**src/rtl/sound_reg_ctrl.sv**
```systemverilog
// CPU register front-end for the SN76477 sound generator: shadow A/B/C, atomic commit on B, mute/apply/release sequencing.
// Optional registered readback port enabled by defining SOUND_CTRL_READBACK_EN.
module sound_reg_ctrl #(
   parameter int MUTE_CYCLES = 256,
   parameter int MUTE_W      = 9
) (
   input  logic       clk,
   input  logic       rst_n,
   input  logic       wr_en,
   input  logic [1:0] wr_addr,
   input  logic [7:0] wr_data,
   input  logic [1:0] rd_addr,
   output logic [7:0] rd_data,
   output logic [1:0] attack,
   output logic [1:0] decay,
   output logic [1:0] slf_sel,
   output logic       vco_pitch,
   output logic       noise_filt,
   output logic [2:0] mixer_ctl,
   output logic [1:0] envsel,
   output logic       vco_sel,
   output logic       volume_half,
   output logic       inhibit_o,
   output logic       oneshot_decay,
   output logic       vco_ext,
   output logic       busy
);

   typedef enum logic [1:0] {IDLE = 2'd0, MUTE = 2'd1, APPLY = 2'd2, RELEASE = 2'd3} state_t;

   state_t            state, state_d;
   logic [MUTE_W-1:0] cnt, cnt_d;
   logic              pend, pend_d;
   logic              inh, inh_d;
   logic [7:0]        sh_a, sh_b;
   logic [1:0]        sh_c;
   logic [7:0]        act_a, act_b;
   logic [1:0]        act_c;
   logic              commit;
   logic [7:0]        commit_b;
   logic              load_act;
   logic [7:0]        ld_b;

   // A commit takes B straight from the bus so an inhibited commit lands on the same edge.
   assign commit   = wr_en && (wr_addr == 2'd1);
   assign commit_b = commit ? wr_data : sh_b;

   always_comb begin
      state_d  = state;
      cnt_d    = cnt;
      pend_d   = pend;
      inh_d    = inh;
      load_act = 1'b0;
      ld_b     = sh_b;
      case (state)
         IDLE: begin
            if (commit || pend) begin
               pend_d = 1'b0;
               inh_d  = 1'b1;
               if (commit_b[7]) begin
                  load_act = 1'b1;
                  ld_b     = commit_b;
               end else begin
                  cnt_d   = MUTE_W'(MUTE_CYCLES - 1);
                  state_d = MUTE;
               end
            end
         end
         MUTE: begin
            if (cnt == '0) state_d = APPLY;
            else           cnt_d   = cnt - MUTE_W'(1);
            if (commit)    pend_d  = 1'b1;
         end
         APPLY: begin
            load_act = 1'b1;
            state_d  = RELEASE;
            if (commit) pend_d = 1'b1;
         end
         RELEASE: begin
            inh_d   = 1'b0;
            state_d = IDLE;
            if (commit) pend_d = 1'b1;
         end
         default: state_d = IDLE;
      endcase
   end

   always_ff @(posedge clk or negedge rst_n) begin
      if (!rst_n) begin
         state <= IDLE;
         cnt   <= '0;
         pend  <= 1'b0;
         inh   <= 1'b1;
         sh_a  <= 8'h00;
         sh_b  <= 8'h00;
         sh_c  <= 2'b00;
         act_a <= 8'h00;
         act_b <= 8'h80;
         act_c <= 2'b00;
      end else begin
         state <= state_d;
         cnt   <= cnt_d;
         pend  <= pend_d;
         inh   <= inh_d;
         if (wr_en) begin
            case (wr_addr)
               2'd0:    sh_a <= wr_data;
               2'd1:    sh_b <= wr_data;
               2'd2:    sh_c <= wr_data[1:0];
               default: ;
            endcase
         end
         if (load_act) begin
            act_a <= sh_a;
            act_b <= ld_b;
            act_c <= sh_c;
         end
      end
   end

   assign busy          = (state != IDLE) | pend;
   assign inhibit_o     = inh;
   assign attack        = act_a[1:0];
   assign decay         = act_a[3:2];
   assign slf_sel       = act_a[5:4];
   assign vco_pitch     = act_a[6];
   assign noise_filt    = act_a[7];
   assign mixer_ctl     = act_b[2:0];
   assign envsel        = act_b[4:3];
   assign vco_sel       = act_b[5];
   assign volume_half   = act_b[6];
   assign oneshot_decay = act_c[0];
   assign vco_ext       = act_c[1];

`ifdef SOUND_CTRL_READBACK_EN
   logic [7:0] rd_q;

   always_ff @(posedge clk or negedge rst_n) begin
      if (!rst_n) begin
         rd_q <= 8'h00;
      end else begin
         case (rd_addr)
            2'd0:    rd_q <= act_a;
            2'd1:    rd_q <= act_b;
            2'd2:    rd_q <= {6'b0, act_c};
            default: rd_q <= {busy, pend, state, 3'b000, inh};
         endcase
      end
   end

   assign rd_data = rd_q;
`else
   logic unused_rd;

   assign rd_data   = 8'h00;
   assign unused_rd = ^{rd_addr, act_b[7]};
`endif

endmodule

```
**config.mk**
```make
export PLATFORM = sky130hd
export DESIGN_NAME = sound_reg_ctrl
export DESIGN_NICKNAME = d
export VERILOG_FILES = /design/src/rtl/sound_reg_ctrl.sv
export SDC_FILE = /design/constraint.sdc
export NUM_CORES = 1
export LEC_CHECK = 0
export CORE_MARGIN = 2
export CORE_UTILIZATION = 51
export CTS_CLUSTER_SIZE = 30
export DETAILED_ROUTE_END_ITERATION = 12
export DONT_BUFFER_PORTS = 1
export GPL_TIMING_DRIVEN = 1
export PLACE_DENSITY = 0.71
export SETUP_SLACK_MARGIN = 0.05
export SLEW_MARGIN = 40
export SYNTH_ARGS = -nofsm -noshare
export SYNTH_HDL_FRONTEND = slang
export SYNTH_SLANG_ARGS = --single-unit
```
**constraint.sdc**
```tcl
create_clock -name clk -period 5.75 [get_ports clk]
set_input_delay 1.4375 -clock clk [delete_from_list [all_inputs] [get_ports clk]]
set_output_delay 1.4375 -clock clk [all_outputs]
set_load 0.01 [all_outputs]
```
==> flow_summary_export.csv <==
group,metric,value,unit
run_status,status,"finished, final reports clean",
die,coreArea,4380,sq um
critical_path,rr_endpoint,"cnt[6]",
critical_path,crit_required,4.31,ns
synth,syn_area,2350,sq um
clock_tree,cts.sinks,48,
job,drv_cap,0,
global_route,grt_max_degree,49,
power_and_ir_drop,leakagePower,1.18,nW
power_and_ir_drop,comb_power_share,5.9,%
synth,yosysWarnings,0,
power_and_ir_drop,internal_power,0.522,mW
clock_tree,ctsHoldBuffers,0,
critical_path,rrSetupSlack,3.53,ns
global_route,track_usage,19.1,%
final_layout,final_area,2490,sq um
power_and_ir_drop,seqPwrFrac,55.9,%
detailed_routing,route.detailed.drc,0,
final_layout,mostFrequentLayoutCells,"47 x dfrtp_1, 34 x mux2_2, 26 x nand2_1, 8 x conb_1",
die,dieWidth,71.9,um
sta,rsz0062_at_grt,"no",
detailed_routing,drt_iter0_markers,118,
final_layout,final_net_count,219,
placed_design,gp_congestion,0.808,
detailed_routing,routed_wl,4510,um
global_route,grt_pass1_vias,1598,
detailed_routing,route.vias.total,1497,
critical_path,critical_path_class,"flop to output port",
critical_path,setup.worst_path.start_class,"flop",
clock_tree,post_cts_buffers,0,
critical_path,arrival,1.43,ns
synth,synth-seq-cells,48,
sta,clock-skew-final,0.00769,ns
final_layout,fillers,356,
sta,tightest_slew,0.688,ns
global_route,grt_pass1_wl,7620,um
die,ios,42,
sta,fin_hold_ws,0.501,ns
clock_tree,htree_levels,2,
synth,synthCells,198,
clock_tree,root_buffer,"clkbuf_8",
clock_tree,clk_pin_slew_worst_paths,0.09,ns
clock_tree,numCtsBuffers,5,
sta,period_share,49.9,%
critical_path,cpPeakStageDelay,0.43,ns
die,die-area,5170,sq um
synth,synthArstFlopShare,100,%
hold_path,hp-class,"flop to flop",
hold_path,min_to,"sh_b[2]",
final_layout,layout-drive-gt1-share,26.6,%
clock_tree,cts_tree,"built",
power_and_ir_drop,ir_drop,0.148,mV
power_and_ir_drop,switching_share,21.5,%
sta,report.final.slew_viol_count,0,
detailed_routing,routed_via_density,5.96,
sta,slew_headroom,53.9,%
critical_path,crit_chain,"inv_1, ha_1, nand2b_1",
sta,final-setup-viol-count,0,
die,initial_core_util,53.6,%
power_and_ir_drop,clock_power_share,38.2,%
die,fp.dieH,71.9,um
sta,finalHoldViolCount,0,
clock_tree,cts_resized,0,
power_and_ir_drop,p_sw,0.143,mW
sta,max_freq,348,MHz
power_and_ir_drop,p_per_area,267,nW/um^2
clock_tree,clk_latency,0.30,ns
clock_tree,cts_buffer_depth,2,
hold_path,hold_path_startpoint,"sh_b[2]",
synth,syn-mean-instance-area,11.9,sq um
critical_path,reg2reg_from,"cnt[1]",
critical_path,r2r_cells,6,
placed_design,hpwl,3240,um
synth,synth_enable_flop_cells,0,
global_route,antenna_found_initial,0,
final_layout,syn_to_final_growth,5.80,%
placed_design,dpl_cell_area,2350,sq um
global_route,grt_overflow_total,0,
final_layout,mostFrequentLayoutCell,"dfrtp_1",
sta,final.min_clock_period,2.87,ns
synth,yosys.cell_types.count,44,
synth,yosysSeqAreaShare,51.1,%
sta,setup_tns,0,ns
detailed_routing,dr.pass1.iters,4,
detailed_routing,antenna_left,0,
critical_path,endpoint_kind,"output port",
placed_design,io_buffer_count,0,
final_layout,num_antenna_cells,0,
detailed_routing,drt-wirelength-per-cell,18.0,um
hold_path,hold_depth,2,
synth,ys.flop_type,"dfrtp_1",
die,row_count,24,
critical_path,cp_max_fo,11,
critical_path,crit_slowest_cell,"dfrtp_1",
==> per-stage QoR <==
step,cells,power [mW],setup slack [ns],util [%]
finish,251,0.664,2.88,56.7
global route,251,0.695,2.73,56.7
CTS,251,0.671,2.86,56.5
detailed placement,243,0.418,2.61,53.7
global placement,243,0.414,2.65,53.7
floorplan,205,0.413,2.96,-
==> worst max-delay path by stage <==
stage,cells past startpoint,endpoint,startpoint
after global routing,3,busy,state[1]
after detailed placement,4,act_c[0],wr_addr[1]
after CTS,3,busy,state[1]
final,3,busy,state[1]
after global placement,4,act_a[6],wr_addr[1]
after floorplan,5,act_a[0],wr_addr[1]
==> kinds of logic (layout without fill, tap and decap cells) <==
kind of cell    after synthesis  in the layout  synth area share [%]
simple gates                 63             63                  14.8
flops                        48             48                  51.1
mux                          38             38                  18.2
compound gates               21             21                  7.66
buf+inv                      21             15                  4.84
fa+ha+maj                     6              6                  3.19
other cells                   1              8                 0.160
==> per-layer routing <==
metal / track usage [%] / share of wire [%] / up-vias
met4: 7.34 / 0.73 / 0
met1: 22.8 / 42 / 766
li1: - / - / 691
met5: 0 / 0 / -
met2: 31.3 / 50 / 36
met3: 7.78 / 7.9 / 4
==> flip-flops by register name, indices dropped and copies added (netlist names) <==
| signal | flops |
|---|---|
| cnt | 9 |
| act_a | 8 |
| sh_a | 8 |
| sh_b | 8 |
| act_b | 7 |
| act_c | 2 |
| sh_c | 2 |
| state | 2 |
| inhibit_o | 1 |
| pend | 1 |
==> cells in the mapped netlist (all sizes together) (3+ instances only) <==
cell type	number	area [sq um]
inv	7	26.3
buf	12	80.1
o31ai	6	50.1
a21oi	3	18.8
or3	6	37.5
dfrtp	47	1180
or4	7	56.3
nand3	7	35.0
mux2i	3	30.0
nor2	3	11.3
ha	6	75.1
nand2	26	97.6
mux2	35	398
o21ai	4	23.8
==> worst max-delay path, delay by kind of cell, from the launching register on <==
kind / cells / cell delay [ns]
adders and majority gates: 1 / 0.41
and+or+nand+nor: 1 / 0.17
buffers and inverters: 1 / 0.12
DFF: 1 / 0.43
==> power by group through the flow <==
stage                     registers [mW]  logic [mW]  clock network [mW]
after detailed placement           0.378      0.0400                   0
after floorplan                    0.374      0.0383                   0
after CTS                          0.371      0.0401               0.260
after global routing               0.375      0.0450               0.276
final                              0.371      0.0395               0.254
after global placement             0.376      0.0375                   0
==> layout make-up <==
class,instances,area [sq um],share of cell area (%)
flip-flops and latches,48,1200,48.3
multi-input cells,136,1070,43.1
clock buffers,6,82.6,3.32
well taps,52,65.1,2.62
clock inverters,2,38.8,1.56
inverters,7,26.3,1.06
No activity file was read; power rests on OpenSTA's default activity.
